### config.mk
export PLATFORM = sky130hd
export DESIGN_NAME = stream_video_tpg_flat
export DESIGN_NICKNAME = d
export VERILOG_FILES = /design/src/rtl/stream_video_tpg_pkg.sv /design/src/rtl/stream_video_tpg_if.sv /design/src/rtl/stream_video_pattern_lut.sv /design/src/rtl/stream_video_tpg.sv /design/src/flat_wrapper.sv
export SDC_FILE = /design/constraint.sdc
export NUM_CORES = 1
export LEC_CHECK = 0
export BUFFER_PORTS_ARGS = -buffer_cell sky130_fd_sc_hd__buf_4
export CORE_UTILIZATION = 45
export DETAILED_ROUTE_END_ITERATION = 10
export SLEW_MARGIN = 20
export SYNTH_ARGS = -nofsm -noshare
export SYNTH_HDL_FRONTEND = slang
export SYNTH_HIERARCHICAL = 1
export SYNTH_SLANG_ARGS = --single-unit
### constraint.sdc
create_clock -name clk -period 4.25 [get_ports clk]
set_input_delay 0.425 -clock clk [delete_from_list [all_inputs] [get_ports clk]]
set_output_delay 0.425 -clock clk [all_outputs]
set_load 0.02 [all_outputs]
### src/rtl/stream_video_tpg_pkg.sv
// -----------------------------------------------------------------------------
// stream_video_pkg
// Shared definitions for the streaming video test-pattern generator:
//   - pattern_e   : pattern_sel encodings
//   - state_e     : generator state machine encoding
//   - pixel_t     : 24-bit pixel word
//   - BAR_COLORS  : 8-entry colour-bar table, index 0 is the leftmost bar
//   - bar_width() : width of one colour bar for a given line length
// -----------------------------------------------------------------------------
package stream_video_pkg;

  typedef logic [23:0] pixel_t;

  typedef enum logic [1:0] {
    PAT_SOLID   = 2'd0,
    PAT_RAMP    = 2'd1,
    PAT_BARS    = 2'd2,
    PAT_CHECKER = 2'd3
  } pattern_e;

  typedef enum logic [1:0] {
    ST_IDLE   = 2'd0,
    ST_ACTIVE = 2'd1,
    ST_GAP    = 2'd2
  } state_e;

  // Packed array: the leftmost literal is element 7, the rightmost element 0.
  localparam logic [7:0][23:0] BAR_COLORS = {
    24'h000000,  // 7
    24'h0000FF,  // 6
    24'hFF0000,  // 5
    24'hFF00FF,  // 4
    24'h00FF00,  // 3
    24'h00FFFF,  // 2
    24'hFFFF00,  // 1
    24'hFFFFFF   // 0
  };

  // One eighth of the line, but never narrower than a single pixel.
  function automatic int bar_width(input int img_width);
    return (img_width / 8 < 1) ? 1 : img_width / 8;
  endfunction

endpackage

### src/rtl/stream_video_tpg_if.sv
// -----------------------------------------------------------------------------
// stream_video_tpg_if
// AXI4-Stream video channel (24-bit pixels).
//   tdata  : pixel value
//   tvalid : beat valid
//   tready : sink ready
//   tuser  : start of frame (pixel 0,0)
//   tlast  : end of line
// Modports: master (source side), slave (sink side).
// -----------------------------------------------------------------------------
interface stream_video_tpg_if;
  import stream_video_pkg::*;

  pixel_t tdata;
  logic   tvalid;
  logic   tready;
  logic   tuser;
  logic   tlast;

  modport master (output tdata, output tvalid, output tuser, output tlast, input tready);
  modport slave  (input tdata, input tvalid, input tuser, input tlast, output tready);

endinterface

### src/rtl/stream_video_pattern_lut.sv
// -----------------------------------------------------------------------------
// stream_video_pattern_lut
// Purely combinational pixel colour generator.
//   pattern     : latched pattern selection
//   x           : low byte of the pixel column (the only column bits any
//                 pattern looks at)
//   y3          : bit 3 of the line index (the only row bit any pattern uses)
//   bar_idx     : current colour-bar index, already saturated at 7
//   solid_color : latched solid colour
//   pixel       : resulting 24-bit pixel
// -----------------------------------------------------------------------------
module stream_video_pattern_lut
  import stream_video_pkg::*;
(
  input  pattern_e   pattern,
  input  logic [7:0] x,
  input  logic       y3,
  input  logic [2:0] bar_idx,
  input  pixel_t     solid_color,
  output pixel_t     pixel
);

  // NOTE: every output of an always_comb gets a default first, so no path
  // can leave it unassigned and infer a latch.
  always_comb begin
    pixel = 24'h000000;
    case (pattern)
      PAT_SOLID:   pixel = solid_color;
      PAT_RAMP:    pixel = {x, x, x};
      PAT_BARS:    pixel = BAR_COLORS[bar_idx];
      PAT_CHECKER: pixel = (x[3] ^ y3) ? 24'hFFFFFF : 24'h000000;
      default:     pixel = 24'h000000;
    endcase
  end

endmodule

### src/rtl/stream_video_tpg.sv
// -----------------------------------------------------------------------------
// stream_video_tpg
// AXI4-Stream video test-pattern generator: IMG_WIDTH x IMG_HEIGHT frames
// separated by FRAME_GAP idle cycles while enable stays high.
//   clk          : single clock, rising edge
//   reset        : asynchronous, active-low
//   enable       : run request, sampled only at frame boundaries
//   pattern_sel  : 0 solid, 1 ramp, 2 colour bars, 3 checkerboard
//   solid_color  : pixel value for the solid pattern
//   m_axis_video : AXI4-Stream video master (tuser = SOF, tlast = EOL)
//   frame_cnt    : completed frames, wraps at 16 bits
//   busy         : high whenever the generator is not idle
// All stream outputs, frame_cnt and busy come straight from flops. The pixel
// for the next beat is computed one step ahead from the next coordinates, so
// a new beat can be presented on every handshake with no bubble.
// -----------------------------------------------------------------------------
module stream_video_tpg
  import stream_video_pkg::*;
#(
  parameter int IMG_WIDTH  = 200,
  parameter int IMG_HEIGHT = 200,
  parameter int FRAME_GAP  = 16
) (
  input  logic                      clk,
  input  logic                      reset,
  input  logic                      enable,
  input  logic [1:0]                pattern_sel,
  input  pixel_t                    solid_color,
  stream_video_tpg_if.master        m_axis_video,
  output logic [15:0]               frame_cnt,
  output logic                      busy
);

  localparam int               BAR_W    = bar_width(IMG_WIDTH);
  localparam logic [15:0]      X_LAST   = 16'(IMG_WIDTH - 1);
  localparam logic [15:0]      Y_LAST   = 16'(IMG_HEIGHT - 1);
  localparam logic [15:0]      BAR_LAST = 16'(BAR_W - 1);
  localparam int               GAP_W    = (FRAME_GAP > 1) ? $clog2(FRAME_GAP) : 1;
  localparam logic [GAP_W-1:0] GAP_LAST = GAP_W'((FRAME_GAP > 0) ? FRAME_GAP - 1 : 0);

  state_e           state, state_nxt;
  logic [15:0]      x, y, bar_cnt;
  logic [2:0]       bar_idx;
  logic [GAP_W-1:0] gap_cnt;
  pattern_e         pat_q;
  pixel_t           solid_q;

  pixel_t           tdata_q;
  logic             tvalid_q, tuser_q, tlast_q;

  logic             handshake, last_pixel, frame_done, advance, gap_done, start_frame;
  logic [15:0]      x_nxt, y_nxt, bar_cnt_nxt;
  logic [2:0]       bar_idx_nxt;
  pattern_e         pat_nxt;
  pixel_t           solid_nxt, pixel_nxt;

  assign handshake  = tvalid_q & m_axis_video.tready;
  assign last_pixel = (x == X_LAST) && (y == Y_LAST);
  assign frame_done = handshake && last_pixel;
  assign advance    = handshake && !last_pixel;
  // The counter is compared one short of FRAME_GAP so the transition edge
  // itself is the FRAME_GAP-th idle cycle's end.
  assign gap_done   = (state == ST_GAP) && (gap_cnt == GAP_LAST);

  // ---------------------------------------------------------------------------
  // State machine
  // ---------------------------------------------------------------------------
  // NOTE: sequential state is written only with non-blocking assignments so
  // every flop samples the pre-edge value of every other flop.
  always_ff @(posedge clk or negedge reset) begin
    if (!reset) state <= ST_IDLE;
    else        state <= state_nxt;
  end

  always_comb begin
    state_nxt   = state;
    start_frame = 1'b0;
    case (state)
      ST_IDLE: begin
        if (enable) begin
          state_nxt   = ST_ACTIVE;
          start_frame = 1'b1;
        end
      end
      ST_ACTIVE: begin
        if (frame_done) begin
          if (FRAME_GAP == 0) begin
            // No gap: either chain straight into the next frame or stop.
            if (enable) start_frame = 1'b1;
            else        state_nxt   = ST_IDLE;
          end else begin
            state_nxt = ST_GAP;
          end
        end
      end
      ST_GAP: begin
        if (gap_done) begin
          if (enable) begin
            state_nxt   = ST_ACTIVE;
            start_frame = 1'b1;
          end else begin
            state_nxt = ST_IDLE;
          end
        end
      end
      default: state_nxt = ST_IDLE;
    endcase
  end

  // ---------------------------------------------------------------------------
  // Next coordinates and bar tracking (counter-based, no divider)
  // ---------------------------------------------------------------------------
  always_comb begin
    x_nxt       = x + 16'd1;
    y_nxt       = y;
    bar_cnt_nxt = bar_cnt + 16'd1;
    bar_idx_nxt = bar_idx;
    if (bar_cnt == BAR_LAST) begin
      bar_cnt_nxt = 16'd0;
      if (bar_idx != 3'd7) bar_idx_nxt = bar_idx + 3'd1;
    end
    if (x == X_LAST) begin
      x_nxt       = 16'd0;
      y_nxt       = (y == Y_LAST) ? 16'd0 : y + 16'd1;
      bar_cnt_nxt = 16'd0;
      bar_idx_nxt = 3'd0;
    end
    if (start_frame) begin
      x_nxt       = 16'd0;
      y_nxt       = 16'd0;
      bar_cnt_nxt = 16'd0;
      bar_idx_nxt = 3'd0;
    end
  end

  // The first pixel of a frame must already use the settings being latched.
  assign pat_nxt   = start_frame ? pattern_e'(pattern_sel) : pat_q;
  assign solid_nxt = start_frame ? solid_color : solid_q;

  stream_video_pattern_lut u_lut (
    .pattern     (pat_nxt),
    .x           (x_nxt[7:0]),
    .y3          (y_nxt[3]),
    .bar_idx     (bar_idx_nxt),
    .solid_color (solid_nxt),
    .pixel       (pixel_nxt)
  );

  // ---------------------------------------------------------------------------
  // Datapath and output registers
  // ---------------------------------------------------------------------------
  always_ff @(posedge clk or negedge reset) begin
    if (!reset) begin
      x         <= 16'd0;
      y         <= 16'd0;
      bar_cnt   <= 16'd0;
      bar_idx   <= 3'd0;
      gap_cnt   <= '0;
      pat_q     <= PAT_SOLID;
      solid_q   <= 24'h000000;
      tdata_q   <= 24'h000000;
      tvalid_q  <= 1'b0;
      tuser_q   <= 1'b0;
      tlast_q   <= 1'b0;
      frame_cnt <= 16'd0;
      busy      <= 1'b0;
    end else begin
      if (start_frame || advance) begin
        x        <= x_nxt;
        y        <= y_nxt;
        bar_cnt  <= bar_cnt_nxt;
        bar_idx  <= bar_idx_nxt;
        tdata_q  <= pixel_nxt;
        tvalid_q <= 1'b1;
        tuser_q  <= start_frame;
        tlast_q  <= (x_nxt == X_LAST);
      end else if (frame_done) begin
        x        <= 16'd0;
        y        <= 16'd0;
        bar_cnt  <= 16'd0;
        bar_idx  <= 3'd0;
        tvalid_q <= 1'b0;
        tuser_q  <= 1'b0;
        tlast_q  <= 1'b0;
      end

      if (start_frame) begin
        pat_q   <= pat_nxt;
        solid_q <= solid_nxt;
      end

      if (frame_done) frame_cnt <= frame_cnt + 16'd1;

      if (state == ST_GAP && !gap_done) gap_cnt <= gap_cnt + 1'b1;
      else                              gap_cnt <= '0;

      busy <= (state_nxt != ST_IDLE);
    end
  end

  assign m_axis_video.tdata  = tdata_q;
  assign m_axis_video.tvalid = tvalid_q;
  assign m_axis_video.tuser  = tuser_q;
  assign m_axis_video.tlast  = tlast_q;

endmodule

### src/flat_wrapper.sv
// flat-port wrapper written by rule: the top's interface ports become plain ports
module stream_video_tpg_flat import stream_video_pkg::*;
#(
  parameter int IMG_WIDTH  = 200,
  parameter int IMG_HEIGHT = 200,
  parameter int FRAME_GAP  = 16
)
  (clk, reset, enable, pattern_sel, solid_color, frame_cnt, busy, m_axis_video_tdata, m_axis_video_tvalid, m_axis_video_tuser, m_axis_video_tlast, m_axis_video_tready);
  stream_video_tpg_if m_axis_video_i ();
  input  logic clk;
  input  logic reset;
  input  logic enable;
  input  logic [1:0] pattern_sel;
  input  pixel_t solid_color;
  output logic [15:0] frame_cnt;
  output logic busy;
  output wire logic [$bits(m_axis_video_i.tdata)-1:0] m_axis_video_tdata;
  output wire logic [$bits(m_axis_video_i.tvalid)-1:0] m_axis_video_tvalid;
  output wire logic [$bits(m_axis_video_i.tuser)-1:0] m_axis_video_tuser;
  output wire logic [$bits(m_axis_video_i.tlast)-1:0] m_axis_video_tlast;
  input wire logic [$bits(m_axis_video_i.tready)-1:0] m_axis_video_tready;
  assign m_axis_video_tdata = m_axis_video_i.tdata;
  assign m_axis_video_tvalid = m_axis_video_i.tvalid;
  assign m_axis_video_tuser = m_axis_video_i.tuser;
  assign m_axis_video_tlast = m_axis_video_i.tlast;
  assign m_axis_video_i.tready = m_axis_video_tready;
  stream_video_tpg #(.IMG_WIDTH(IMG_WIDTH), .IMG_HEIGHT(IMG_HEIGHT), .FRAME_GAP(FRAME_GAP)) u_core (.clk(clk), .reset(reset), .enable(enable), .pattern_sel(pattern_sel), .solid_color(solid_color), .m_axis_video(m_axis_video_i), .frame_cnt(frame_cnt), .busy(busy));
endmodule
# Word level (Yosys, flattened, before mapping)

Memory sizes are Yosys's and may differ from the RTL's.
Cells that the tools add are included.

Bits in latches: 0
Flip-flop bits (word level): 127
Memories: 1
ROM bits: 192
Input port bits: 30
Bits in writable memories: 0

$lt $le $gt $ge: 1
Bitwise operators: 2
Multiplexer cells: 36
Multiply operators: 0
Eq/ne operators: 12
$add $sub $neg: 6
Div/mod/pow operators: 0
Reductions and logical operators: 13
Shift-type cells: 0

Memories:

| memory          | depth | width | read ports | clocked after Yosys merged registers in | write ports | RTL line                       | text |
|---|---|---|---|---|---|---|---|
| (no name shown) | 8     | 24    | 1          | 0                                       | 0           | stream_video_pattern_lut.sv:30 | `PAT_BARS: pixel = BAR_COLORS[bar_idx];` |

Operators with widths:

| cell                    | count |
|---|---|
| $mux W16                | 12 |
| $pmux W24 S4            | 1 |
| $mux W24                | 3 |
| $add A16 B1 Y16 const B | 4 |
| $eq A16 B8 Y1 const B   | 3 |
| $mux W3                 | 6 |
| $eq A16 B5 Y1 const B   | 1 |
| $mux W2                 | 4 |
| $mux W1                 | 7 |
| $eq A2 B2 Y1 const B    | 3 |
| $pmux W2 S3             | 1 |
| $logic_and A1 B1 Y1     | 5 |
| $add A4 B1 Y4 const B   | 1 |
| $eq A2 B1 Y1 const B    | 2 |
| $eq A4 B4 Y1 const B    | 1 |
| $logic_not A2 Y1        | 2 |
| $lt A3 B4 Y1 const B    | 1 |
| $mux W4                 | 1 |
| $reduce_bool A2 Y1      | 2 |
| $add A3 B1 Y3 const B   | 1 |
| $ne A3 B1 Y1 const B    | 1 |
| $ne A3 B3 Y1 const B    | 1 |
| $logic_not A1 Y1        | 2 |
| $pmux W1 S2             | 1 |
| other kinds (4)         | 4 |

# Logic depth before layout (Yosys ltp)

Gate-level depths: netlist (run 1).

Depth after elaboration: 8
Mapped depth: 12
Mapped depth without buffers: 10

# By module

The synthesis (run 1) kept the hierarchy.

By module, submodules not included:

| module                   | cells each | times used | area each (um^2) |
|---|---|---|---|
| stream_video_tpg         | 660        | 1          | 6404.9 |
| stream_video_pattern_lut | 36         | 1          | 708.2 |

# Worst setup path after synthesis (run 1)

OpenSTA, ideal clock, no wires.

Kind: register -> register
Start: reg u_core.x[0]
End: reg u_core.tdata_q[8] (netlist: u_core/m_axis_video.tdata[8])
Arrival time: 2.871 ns
Required time: 4.122 ns
Path buffers: 2
Cell stages (with the launch flop): 11
Path slack: 1.252 ns
Setup time: 0.128 ns
Path through: dfrtp_1 ha_1 nor4bb_4 nand4_1 buf_2 or4_1 a21oi_2 xor2_1 clkbuf_2 mux4_1 mux2_1

Longest elaborated chain between the ends: 6
Elaborated cells on any way between the ends: 17

Ends and longest elaborated chain:

| element                  | RTL line                       | text |
|---|---|---|
| start: declaration       | stream_video_tpg.sv:42         | `logic [15:0] x, y, bar_cnt;` |
| start signal: assignment | stream_video_tpg.sv:169        | `x <= x_nxt;` |
| $eq A16 B8 Y1            | stream_video_tpg.sv:122        | `if (x == X_LAST) begin` |
| $mux W16                 | stream_video_tpg.sv:122        |  |
| $mux W16                 | stream_video_tpg.sv:128        | `if (start_frame) begin` |
| via u_core.y_nxt[3]      | stream_video_tpg.sv:52         | `logic [15:0] x_nxt, y_nxt, bar_cnt_nxt;` |
| $xor A1 B1 Y1            | stream_video_pattern_lut.sv:31 | `PAT_CHECKER: pixel = (x[3] ^ y3) ? 24'hFFFFFF : 24'h000000;` |
| $mux W24                 | stream_video_pattern_lut.sv:31 |  |
| $pmux W24 S4             | stream_video_pattern_lut.sv:27 | `case (pattern)` |
| via u_core.pixel_nxt[8]  | stream_video_tpg.sv:55         | `pixel_t solid_nxt, pixel_nxt;` |
| end signal: assignment   | stream_video_tpg.sv:173        | `tdata_q <= pixel_nxt;` |
| end: declaration         | stream_video_tpg.sv:48         | `pixel_t tdata_q;` |

The timed path passes the listed nets, and every way through them passes these cells. The select of a mux whose other input is x is not followed.
A chain may end at the register's enable or synchronous reset.

# Worst setup path in the final report (run 1)

Start: reg u_core.x[0]
End: reg u_core.tdata_q[20] (netlist: u_core/m_axis_video.tdata[20])

Same word-level chain as after synthesis.

==> results of run 1 <==
layout by cell type, fill, tap and decap left out, types with 8 or more instances in the layout:
| cell | instances |
|---|---|
| clkbuf_16 | 17 |
| xor2_1 | 18 |
| nor3_1 | 16 |
| or3_1 | 8 |
| nand3_1 | 25 |
| a22o_1 | 18 |
| buf_4 | 83 |
| nand2_1 | 153 |
| mux4_1 | 24 |
| a31oi_1 | 14 |
| dfrtp_1 | 127 |
| nor2_1 | 34 |
| mux2_2 | 23 |
| o21ai_0 | 29 |
| a21oi_1 | 20 |
| xnor2_1 | 18 |
| nand4_1 | 12 |
| inv_1 | 15 |
through the flow:
step           utilization, %  worst slack (ns)  hold WS (ns)
2_1_floorplan               -              1.25         0.129
3_3_place_gp             50.6              1.13         0.443
3_5_place_dp             50.6              1.03         0.457
4_1_cts                  54.9              1.02         0.202
5_1_grt                  55.0             0.812         0.210
6_report                 55.0              1.03         0.168
power breakdown:
part           leakage, nW  switching, mW  internal [mW]
Sequential            1.65          0.174           1.50
Clock                0.312          0.531           1.09
Combinational         1.95          0.928          0.823
Total                 3.91           1.63           3.41
registers in the layout (all words and copies together) (netlist names):
register	cells
u_core/bar_idx	3
u_core/m_axis_video.tdata	24
u_core/pat_q	2
u_core/y	16
u_core/frame_cnt	16
u_core/state	2
u_core/m_axis_video.tlast	1
u_core/gap_cnt	4
u_core/m_axis_video.tuser	1
u_core/m_axis_video.tvalid	1
u_core/busy	1
u_core/solid_q	24
u_core/x	16
u_core/bar_cnt	16
per-layer routing:
metal,track usage (%),vias to the layer above
met5,0,-
met4,7.06,0
met3,6.01,23
met2,37.4,167
met1,29.6,2758
li1,-,2627
final cells by class:
type / count / share of cell area (%)
flip-flops and latches: 127 / 37.7
well taps: 211 / 3.13
repair buffers: 84 / 7.53
clock buffers: 22 / 5.63
inverters: 15 / 0.668
clock inverters: 10 / 2.17
multi-input cells: 509 / 43.1
cells by family after synthesis:
| family | count (synthesis) | synth area share (%) |
|---|---|---|
| adder cells (fa/ha/maj) | 7 | 1.23 |
| buffers and inverters | 60 | 4.27 |
| multiplexers | 52 | 13.3 |
| flip-flops | 127 | 44.7 |
| AND/OR/NAND/NOR | 310 | 22.4 |
| XOR/XNOR | 36 | 4.43 |
| AO/OA/AOI/OAI | 104 | 9.71 |
worst paths after layout:
kind	startpoint	end	slack [ns]	cells past startpoint
max in group asynchronous	reset	u_core/m_axis_video.tdata[4]$_DFFE_PN0P_	3.09	2
max	u_core/x[0]$_DFFE_PN0P_	u_core/m_axis_video.tdata[20]$_DFFE_PN0P_	1.03	10
max reg2reg	u_core/x[0]$_DFFE_PN0P_	u_core/m_axis_video.tdata[20]$_DFFE_PN0P_	1.03	10
min reg2reg	u_core/gap_cnt[0]$_DFF_PN0_	u_core/gap_cnt[0]$_DFF_PN0_	0.47	1
min in group clk	solid_color[17]	u_core/solid_q[17]$_DFFE_PN0P_	0.22	3
min	reset	u_core/solid_q[3]$_DFFE_PN0P_	0.17	1
==> run_results.csv, run 1 <==
group,metric,value,unit
outcome,status,"finished, final reports clean",
synth,synth_commonest_cells,"nand2_1 (153), dfrtp_1 (127), nor2_1 (35), o21ai_0 (29), nand3_1 (25)",
grt,first_global_vias,5633,
drt,drt-pass1-iter-count,5,
clock_tree,cts-resized-gates,0,
floorplanning,die_w,128,um
grt,antenna_found_initial,0,
timing,totalNegativeSetupSlack,0,ns
drt,wl_met3,899,um
place,dp.cells,945,
grt,grt_max_degree,73,
timing,rsz0062_at_grt,"no",
drt,first_iter_violations,378,
place,io_buffers,73,
synth,synth_ff_type,"dfrtp_1",
layout,multi_input_area,3630,um2
timing,fin_worst_skew,0.0118,ns
synth,synth_top_area_cell,"dfrtp_1",
drt,vias,5575,
clock_tree,cts_tree,"yes",
layout,seq_area,3180,um2
synth,yosysSeqAreaShare,44.7,%
clock_tree,path_clk_slew,0.06,ns
layout,antenna_cells,0,
layout,fillCellCount,1368,
clock_tree,cts_made_buffers,17,
clock_tree,cts-hold-fix-buffers,0,
worst_hold_path,min-delay-path-class,"input port to asynchronous set/reset pin",
setup_path,crit_fanout,24,
synth,yosys-top-cells-area,"dfrtp_1 (45%), mux4_1 (8.9%), nand2_1 (8.1%)",
place,place_area,7750,um2
layout,area_growth,18.4,%
synth,syn_inst,696,
timing,hold_viol_final,0,
clock_tree,postCtsSetupBuffers,0,
place,gp_congestion,0.824,
synth,syn_nets,733,
layout,instances_no_fill,978,
synth,ys_warn_count,6,
clock_tree,cts_root_buffer,"clkbuf_16",
floorplanning,rows,45,
grt,grt_pass1_wl,28800,um
pwr,vdd_ir_drop_max,0.373,mV
timing,timing.fmax,310,MHz
drt,wl_met1,7880,um
timing,setup_violations,0,
setup_path,critPathSlowestCell,"or4_1",
synth,syn-cell-area,7110,um2
setup_path,crit_type,"flop to flop",
setup_path,max_stage_delay,0.52,ns
timing,worstMarginPinSlew,0.959,ns
place,post-dp-hpwl,11800,um
timing,relSlewSlack,36.1,%
grt,grt_overflow_total,0,
floorplanning,pin_count,74,
drt,drt_wl_total,17500,um
timing,maxSlewViolCount,0,
floorplanning,die_h,128,um
pwr,power_density,599,nW/um2
floorplanning,initial_utilization,46.4,%
setup_path,arrival,3.52,ns
timing,min_period,3.22,ns
drt,top_layer,"met4",
job,maxCapViolCount,0,
synth,yosysMostFrequentCell,"nand2_1",
drt,route.met2.wl,8460,um
drt,drt-vias-per-instance,5.70,
drt,antenna_left,0,
clock_tree,cts_sinks,127,
drt,drc_errors,0,
floorplanning,dieArea,16300,um2
setup_path,crit_chain,"ha_1, nor4bb_4, nand4_1, buf_4, or4_1, a21oi_2, xor2_1, buf_4, mux4_1, mux2_2",
pwr,fin_total_pwr,5.04,mW
setup_path,cp_top_family,"simple AND/OR/NAND/NOR gates",
synth,ys_ff_latch,127,
drt,wl_per_cell,17.9,um
setup_path,path_buf_inv,2,
floorplanning,core,15300,um2
synth,synthArstFlopShare,100,%
pwr,p_leak,3.91,nW
clock_tree,htreeDepth,4,
clock_tree,clockBufferDepth,2,
synth,synthDominantCellAreaShare,44.7,%
clock_tree,insertion_delay,0.42,ns
synth,synth-edff-count,0,
synth,avgSynthCellArea,10.2,um2
setup_path,critical_path_required,4.55,ns
grt,grt.total_usage,22.8,%
layout,final_cell_area,8420,um2
layout,drive_gt1_share,21.0,%
synth,synth.distinct_cells,59,
setup_path,crit_top_cell,"buf_4",
setup_path,worstSetupStartpointType,"flop",
layout,fin_nets,791,
timing,period_share,75.9,%
setup_path,crit_path_end_kind,"flop",
Power figures use the tool's default switching activity.
==> run 2: changes to the inputs <==
--- a/config.mk
+++ b/config.mk
@@ -5,6 +5,7 @@
 export SDC_FILE = /design/constraint.sdc
 export NUM_CORES = 1
 export LEC_CHECK = 0
+export ABC_AREA = 1
 export BUFFER_PORTS_ARGS = -buffer_cell sky130_fd_sc_hd__buf_4
 export CORE_UTILIZATION = 45
 export DETAILED_ROUTE_END_ITERATION = 10
==> constraint.sdc (replaced) <==
create_clock -name clk -period 3.1 [get_ports clk]
set_input_delay 0.31 -clock clk [delete_from_list [all_inputs] [get_ports clk]]
set_output_delay 0.31 -clock clk [all_outputs]
set_load 0.02 [all_outputs]
==> run_results.csv, run 2 <==
group,metric,value,unit
timing,min_period,2.50,ns
clock_tree,postCtsSetupBuffers,0,
synth,yosys-top-cells-area,"dfrtp_1 (45%), nand2_1 (19%), nand3_1 (4.5%)",
setup_path,crit_chain,"ha_1, nand3_1, nand2_1, nand3_2, buf_4, o21ai_4, inv_4, o22ai_1",
pwr,power_density,848,nW/um2
timing,holdWs,0.104,ns
timing,hold_viol_final,0,
clock_tree,clockBufferDepth,2,
timing,setup_slack,0.599,ns
clock_tree,path_clk_slew,0.06,ns
layout,drive_gt1_share,13.3,%
drt,drt-pass1-iter-count,5,
floorplanning,die_h,128,um
setup_path,worstSetupStartpointType,"flop",
synth,syn_nets,988,
place,io_buffers,73,
pwr,p_leak,4.27,nW
job,maxCapViolCount,0,
floorplanning,core,15300,um2
pwr,fin_total_pwr,7.19,mW
clock_tree,cts_made_buffers,17,
floorplanning,die_w,128,um
grt,first_global_vias,6209,
setup_path,crit_fanout,47,
layout,area_growth,19.4,%
setup_path,arrival,2.78,ns
timing,setup_violations,0,
clock_tree,cts_sinks,127,
synth,synth.distinct_cells,38,
setup_path,ff2ff_setup_slack,0.60,ns
synth,yosysSeqAreaShare,44.7,%
clock_tree,insertion_delay,0.42,ns
setup_path,critPathSlowestCell,"buf_4",
layout,utilization,55.4,%
drt,drc_errors,0,
drt,drt-vias-per-instance,5.15,
synth,ys_ff_latch,127,
timing,timing.fmax,400,MHz
timing,maxSlewViolCount,0,
floorplanning,pin_count,74,
timing,worstMarginPinSlew,0.742,ns
worst_hold_path,min-delay-path-class,"input port to flop",
grt,antenna_found_initial,0,
synth,avgSynthCellArea,7.47,um2
floorplanning,rows,45,
timing,rsz0062_at_grt,"no",
drt,wl_per_cell,14.7,um
grt,grt_pass1_wl,31100,um
pwr,vdd_ir_drop_max,0.466,mV
clock_tree,cts_tree,"yes",
clock_tree,htreeDepth,4,
drt,drt_wl_total,18400,um
layout,final_cell_mix,"nand2_1 (365), dfrtp_1 (127), buf_4 (80)",
clock_tree,cts_root_buffer,"clkbuf_16",
setup_path,crit_type,"flop to flop",
synth,yosysMostFrequentCell,"nand2_1",
synth,synth_commonest_cells,"nand2_1 (365), dfrtp_1 (127), inv_1 (79), nor2_1 (76), nand3_1 (64)",
timing,fin_worst_skew,0.00722,ns
setup_path,max_stage_delay,0.49,ns
synth,synth_ff_type,"dfrtp_1",
synth,syn-cell-area,7100,um2
timing,period_share,80.7,%
grt,grt_max_degree,76,
drt,first_iter_violations,414,
drt,vias,6437,
layout,antenna_cells,0,
synth,synthArstFlopShare,100,%
layout,fin_nets,1062,
synth,synth_top_area_cell,"dfrtp_1",
layout,final_common_cell,"nand2_1",
grt,grt_overflow_total,0,
setup_path,crit_path_end_kind,"flop",
grt,grt.total_usage,24.4,%
timing,relSlewSlack,50.3,%
synth,synthDominantCellAreaShare,44.7,%
synth,ys_warn_count,6,
setup_path,critical_path_required,3.38,ns
place,post-dp-hpwl,13000,um
place,gp_congestion,0.853,
outcome,status,"finished, final reports clean",
floorplanning,dieArea,16300,um2
place,dp_slack,0.577,ns
synth,syn_inst,951,
synth,synth-edff-count,0,
floorplanning,initial_utilization,46.4,%
drt,antenna_left,0,
timing,totalNegativeSetupSlack,0,ns
[run 2: cell type report]
type / instances / area (um2)
inverter: 86 / 325
fill: 1457 / 6830
timing repair buffer: 82 / 622
tap: 211 / 264
multi-input combinational: 711 / 3420
clock inverter: 12 / 205
clock buffer: 20 / 467
sequential: 127 / 3180
[run 2: where the power goes]
part,switching [mW],internal (mW),total [mW]
Combinational,1.58,0.878,2.46
Clock,0.756,1.50,2.25
Sequential,0.365,2.12,2.48
[run 2: logic make-up (layout without fill, tap and decap cells)]
kind of cell,count (synthesis),in the layout,synth area share [%]
AO/OA/AOI/OAI,72,72,5.83
XOR/XNOR,38,38,4.69
flip-flops,127,127,44.7
buffers and inverters,113,200,7.10
adder cells (fa/ha/maj),7,7,1.23
AND/OR/NAND/NOR,594,594,36.4
[run 2: final timing paths]
path / depth (start not counted) / from / endpoint
worst max-delay path: 8 / u_core/gap_cnt[0]$_DFF_PN0_ / u_core/y[15]$_DFFE_PN0P_
worst min-delay path: 3 / solid_color[21] / u_core/solid_q[21]$_DFFE_PN0P_
min in group asynchronous: 2 / reset / u_core/frame_cnt[5]$_DFFE_PN0P_
max in group asynchronous: 4 / reset / u_core/y[0]$_DFFE_PN0P_
worst max register to register: 8 / u_core/gap_cnt[0]$_DFF_PN0_ / u_core/y[15]$_DFFE_PN0P_
worst min register to register: 1 / u_core/gap_cnt[0]$_DFF_PN0_ / u_core/gap_cnt[0]$_DFF_PN0_
[run 2: metal layers]
layer  GRT usage, %  wire (um)
met5              0          0
met4           7.20        253
met3           4.65        919
met2           38.2       8270
met1           34.5       8920
[run 2: timing repair]
| item | CTS | global route |
|---|---|---|
| hold endpoints to repair | 72 | 0 |
| resized for setup | 0 | 0 |
| hold buffers | 1 | 0 |
[run 2: worst max-delay path: cells and delay by family, from the launching register on]
family	cells	cell delay [ns]
flops	1	0.39
buf+inv	2	0.92
compound gates	2	0.49
fa+ha+maj	1	0.22
simple gates	3	0.32
[run 2: through the flow]
| stage | instance area (um2) | instances |
|---|---|---|
| floorplan | 7100 | 951 |
| global placement | 7800 | 1216 |
| detailed placement | 7800 | 1216 |
| CTS | 8480 | 1249 |
| global route | 8480 | 1249 |
| finish | 8480 | 1249 |
